**src/rtl/fetch_stage.sv**
```systemverilog
// Instruction-fetch stage: owns the PC, talks req/ack to instruction memory and
// produces the registered F->D bundle (InstrD/PCD/PCPlus4D/ValidD).
module fetch_stage #(
  parameter int unsigned              ADDRESS_WIDTH = 32,
  parameter int unsigned              DATA_WIDTH    = 32,
  parameter logic [ADDRESS_WIDTH-1:0] RESET_PC      = '0
) (
  input  logic                     clk,
  input  logic                     rst,
  output logic                     imem_req,
  output logic [ADDRESS_WIDTH-1:0] imem_addr,
  input  logic                     imem_ack,
  input  logic [DATA_WIDTH-1:0]    imem_rdata,
  input  logic                     StallF,
  input  logic                     FlushD,
  input  logic                     PCSrcE,
  input  logic [ADDRESS_WIDTH-1:0] PCTargetE,
  output logic [DATA_WIDTH-1:0]    InstrD,
  output logic [ADDRESS_WIDTH-1:0] PCD,
  output logic [ADDRESS_WIDTH-1:0] PCPlus4D,
  output logic                     ValidD
);

  localparam logic [1:0] ST_IDLE = 2'd0;
  localparam logic [1:0] ST_REQ  = 2'd1;
  localparam logic [1:0] ST_DROP = 2'd2;
  localparam logic [1:0] ST_HOLD = 2'd3;

  localparam logic [DATA_WIDTH-1:0]    NOP  = DATA_WIDTH'(32'h0000_0013);
  localparam logic [ADDRESS_WIDTH-1:0] FOUR = ADDRESS_WIDTH'(4);

  // Handshake: a request is outstanding whenever imem_req=1; imem_addr must not
  // change until imem_ack=1 arrives in the same cycle as imem_rdata.
  logic [1:0]               state_q, state_d;
  logic [ADDRESS_WIDTH-1:0] pc_q, pc_d;
  logic [ADDRESS_WIDTH-1:0] tgt_q, tgt_d;
  logic [DATA_WIDTH-1:0]    skid_q, skid_d;
  logic [DATA_WIDTH-1:0]    instr_q, instr_d;
  logic [ADDRESS_WIDTH-1:0] pcd_q, pcd_d;
  logic [ADDRESS_WIDTH-1:0] pcp4_q, pcp4_d;
  logic                     valid_q, valid_d;
  logic                     load;
  logic [DATA_WIDTH-1:0]    load_data;
  logic [ADDRESS_WIDTH-1:0] pc_plus4;

  assign pc_plus4  = pc_q + FOUR;
  assign imem_req  = (state_q == ST_REQ) || (state_q == ST_DROP);
  assign imem_addr = pc_q;

  always_comb begin
    state_d   = state_q;
    pc_d      = pc_q;
    tgt_d     = tgt_q;
    skid_d    = skid_q;
    load      = 1'b0;
    load_data = imem_rdata;
    case (state_q)
      ST_IDLE: state_d = ST_REQ;
      ST_REQ: begin
        if (imem_ack) begin
          if (PCSrcE) begin
            pc_d = PCTargetE;
          end else if (StallF) begin
            skid_d  = imem_rdata;
            state_d = ST_HOLD;
          end else begin
            load = 1'b1;
            pc_d = pc_plus4;
          end
        end else if (PCSrcE) begin
          tgt_d   = PCTargetE;
          state_d = ST_DROP;
        end
      end
      ST_DROP: begin
        // The stale request must complete before the redirect target is issued.
        if (PCSrcE) tgt_d = PCTargetE;
        if (imem_ack) begin
          pc_d    = PCSrcE ? PCTargetE : tgt_q;
          state_d = ST_REQ;
        end
      end
      default: begin
        if (PCSrcE) begin
          skid_d  = '0;
          pc_d    = PCTargetE;
          state_d = ST_REQ;
        end else if (!StallF) begin
          load      = 1'b1;
          load_data = skid_q;
          pc_d      = pc_plus4;
          state_d   = ST_REQ;
        end
      end
    endcase
  end

  always_comb begin
    instr_d = instr_q;
    pcd_d   = pcd_q;
    pcp4_d  = pcp4_q;
    valid_d = valid_q;
    if (FlushD || PCSrcE) begin
      instr_d = NOP;
      valid_d = 1'b0;
    end else if (StallF) begin
      valid_d = valid_q;
    end else if (load) begin
      instr_d = load_data;
      pcd_d   = pc_q;
      pcp4_d  = pc_plus4;
      valid_d = 1'b1;
    end else begin
      instr_d = NOP;
      valid_d = 1'b0;
    end
  end

  always_ff @(posedge clk or posedge rst) begin
    if (rst) begin
      state_q <= ST_IDLE;
      pc_q    <= RESET_PC;
      tgt_q   <= '0;
      skid_q  <= '0;
      instr_q <= NOP;
      pcd_q   <= '0;
      pcp4_q  <= '0;
      valid_q <= 1'b0;
    end else begin
      state_q <= state_d;
      pc_q    <= pc_d;
      tgt_q   <= tgt_d;
      skid_q  <= skid_d;
      instr_q <= instr_d;
      pcd_q   <= pcd_d;
      pcp4_q  <= pcp4_d;
      valid_q <= valid_d;
    end
  end

  assign InstrD   = instr_q;
  assign PCD      = pcd_q;
  assign PCPlus4D = pcp4_q;
  assign ValidD   = valid_q;

endmodule

```
**config.mk**
```make
export PLATFORM = sky130hd
export DESIGN_NAME = fetch_stage
export DESIGN_NICKNAME = d
export VERILOG_FILES = /design/src/rtl/fetch_stage.sv
export SDC_FILE = /design/constraint.sdc
export NUM_CORES = 1
export LEC_CHECK = 0
export BUFFER_PORTS_ARGS = -buffer_cell sky130_fd_sc_hd__clkbuf_2
export CAP_MARGIN = 10
export CORE_MARGIN = 2
export CORE_UTILIZATION = 50
export CTS_CLUSTER_SIZE = 14
export DETAILED_ROUTE_END_ITERATION = 12
export GPL_TIMING_DRIVEN = 0
export PLACE_DENSITY = 0.82
export SLEW_MARGIN = 20
export SYNTH_ARGS = -nofsm -noshare
export SYNTH_HDL_FRONTEND = slang
export SYNTH_SLANG_ARGS = --single-unit
```
**constraint.sdc**
```tcl
create_clock -name clk -period 10.9 [get_ports clk]
set_clock_uncertainty 0.05 [all_clocks]
set_input_delay 0 -clock clk [delete_from_list [all_inputs] [get_ports clk]]
set_output_delay 0 -clock clk [all_outputs]
set_load 0.02 [all_outputs]
```
==> results.ini <==
[status]
status=completed

[run]
maxCapViolCount=0

[yosys]
yosys_warnings=0
synth_area_mm2=0.00941
syn_nets=1082
synth_top_flop_cell=dfrtp_1
synth_edf_count=0
synth_cell_types=56
synthCells=1006
yosysSeqAreaShare=0.514
synthArstFlopShare=1.00
yosys_register_bits=193
syn_avg_cell_area_um2=9.35

[drt]
ant_nets=0
drt-total-wl_mm=28.5
drcViolationCount=0
post_drt_wl_per_cell_um=18.5
drt_iter0_markers=783
drt-pass1-iter-count=5
routed_via_density=5.74
dr_total_vias=8840

[timing]
rsz0062_at_grt=no
fmax_ghz=0.344
finalSetupViolCount=0
relSlewSlack=0.402
finalSetupTns_ns=0
fin_crit_ns=2.91
setup_slack_ns=7.99
holdWs_ns=0.105
slew_viol_final=0
tightest_slew_ns=0.884
final_hold_viol_count=0
finalCritPeriodShare=0.267

[clock_network]
post-cts-setup-buffers=0
numCtsBuffers=17
ctsLongestPathBuffers=2
root_buffer=clkbuf_16
cts_tree=done
cts_sinks=193
clkTransAtPathRegs_ns=0.07
insertion_delay_ns=0.44
htreeDepth=4

[critical_path]
cp_data_required_time_ns=11.21
startpoint=state_q[0]
worst-setup-path-type=reg -> reg
timing.rr.end=imem_addr[29]
worst_setup_path_end_kind=flip-flop
reg2reg_depth=8
start_kind=flip-flop
r2r_start=state_q[0]
crit_path_end=imem_addr[29]
critical_path_arrival_ns=3.22
worst-path-max-fanout=10
r2r_slack_ns=7.99

[die]
die_h_um=141
io_pins=200
core.rowCount=50
core_area_mm2=0.0186
initial_core_util=0.506
die_width_um=141
dieArea_mm2=0.0199

[finish]
fillers=1526
seqCellArea_mm2=0.00483
final_common_cell=nand2_1
drive_gt1_frac=0.221
synthToLayoutAreaGrowth_pct=27.7
nets=1368
fin_util=0.647
multi_input_area_mm2=0.00417
final_cell_mix=242 x nand2_1, 199 x clkbuf_2, 190 x dfrtp_1

[power]
p_int_mw=1.91
p_clk_frac=0.190
power_mw=3.40
comb_power_share=0.443
switching_share=0.440
p_leak_nw=5.55
peakVddDrop_mv=0.152
power-per-cell-area_mw_per_mm2=283
power.net_switching_mw=1.50
p_seq_frac=0.367

[placed_design]
place_congestion=0.938
hpwl_mm=20.5
dp_slack_ns=8.07
io_buffers=199

[worst_hold_path]
hold_class=in -> reg
min-delay-start=PCSrcE

[global_routing]
track_usage=0.286
grt_max_degree=102
grt_pass1_wl_mm=44.3
antenna_found_initial=0
grt_overflow=0
grt_pass1_vias=8345

==> repair_timing <==
action / 4_1_cts / 5_1_grt
hold endpoints to repair: 204 / 0
setup endpoints to repair: 0 / 0
resized for setup: 0 / 0
hold buffers: 67 / 0
==> worst max-delay path: stages (launching register included) <==
cell and delay, ns:
dfrtp_1 0.51, inv_1 0.11, ha_1 0.25, buf_2 0.20, nor2_1 0.34, clkbuf_1 0.45, clkbuf_1 0.51, o311ai_0 0.25
nand3_1 0.15
==> power by group through the flow <==
stage	Clock [mW]	Sequential, mW	Combinational, mW
2_1_floorplan	0	1.40	0.789
3_3_place_gp	0	1.24	1.42
3_5_place_dp	0	1.25	1.46
4_1_cts	0.649	1.24	1.49
5_1_grt	0.682	1.28	1.64
6_report	0.646	1.25	1.51
==> cells by family (layout without fill, tap and decap cells) <==
kind of cell | count (synthesis) | in the layout | share of synthesized area
and+or+nand+nor | 401 | 401 | 0.196
AOI/OAI and AO/OA | 213 | 213 | 0.135
DFF | 193 | 193 | 0.514
buffers and inverters | 97 | 396 | 0.0440
muxes | 83 | 83 | 0.0915
xor gates and xnor gates | 13 | 13 | 0.0121
adders and majority gates | 6 | 6 | 0.00798
other | 0 | 1 | 0
==> per-stage QoR <==
stage                     cell area [um2]  std cells
after global placement              10700       1439
final                               12000       1540
after floorplan                      9410       1006
after CTS                           12000       1539
after detailed placement            10700       1440
after global routing                12000       1539
==> layer usage <==
| metal | global-route usage | vias to the layer above | share of wire |
|---|---|---|---|
| li1 | - | 4083 | - |
| met1 | 0.403 | 4222 | 0.43 |
| met2 | 0.435 | 449 | 0.45 |
| met3 | 0.0608 | 86 | 0.084 |
| met4 | 0.118 | 0 | 0.038 |
| met5 | 0 | - | 0 |
==> worst min-delay path by stage <==
stage | slack [ns] | cells after the start | to
floorplan | 0.09 | 2 | skid_q[0]
global placement | 0.19 | 3 | skid_q[29]
detailed placement | 0.11 | 2 | ValidD
CTS | 0.11 | 4 | state_q[1]
global route | 0.12 | 5 | imem_addr[30]
finish | 0.11 | 5 | imem_addr[30]
==> state kept, by name (all words and copies together), names as in the netlist <==
signal / flops
InstrD: 32
ValidD: 1
state_q: 2
PCD: 32
tgt_q: 32
imem_addr: 32
skid_q: 32
PCPlus4D: 30
==> cell usage after synthesis (3+ instances only) <==
cell type | n | share of area
xor2_1 | 6 | 0.0056
xnor2_1 | 7 | 0.0065
or3_1 | 18 | 0.012
buf_2 | 13 | 0.0069
mux2i_1 | 59 | 0.063
nor4_1 | 6 | 0.0040
buf_4 | 7 | 0.0056
nor2_1 | 48 | 0.019
nor3_1 | 5 | 0.0027
nand2_1 | 242 | 0.097
and3_1 | 5 | 0.0033
nand3_1 | 25 | 0.013
o311ai_0 | 7 | 0.0065
ha_1 | 6 | 0.0080
a22o_1 | 8 | 0.0074
dfrtp_1 | 190 | 0.51
o211ai_1 | 12 | 0.0096
dfstp_2 | 3 | 0.0084
and4_1 | 5 | 0.0047
nand2b_1 | 3 | 0.0020
o21ai_0 | 106 | 0.056
clkbuf_1 | 61 | 0.024
or4b_1 | 5 | 0.0053
a31oi_1 | 15 | 0.010
nand4b_1 | 3 | 0.0028
a21oi_1 | 32 | 0.017
a2bb2oi_1 | 4 | 0.0037
a22oi_1 | 3 | 0.0024
nand4_1 | 10 | 0.0066
o31ai_1 | 6 | 0.0048
o22ai_1 | 5 | 0.0033
mux2_2 | 24 | 0.029
o22a_1 | 5 | 0.0047
buf_1 | 6 | 0.0024
inv_1 | 9 | 0.0036
or4_1 | 13 | 0.010
==> cell type report <==
class	count	share of cell area
diodes	1	0.000208
inverters	9	0.00344
clock buffers	20	0.0380
repair buffers	267	0.141
well taps	234	0.0244
flip-flops and latches	193	0.402
plain buffers	88	0.0317
clock inverters	12	0.0121
multi-input cells	716	0.347
No activity file was read; power rests on OpenSTA's default activity.
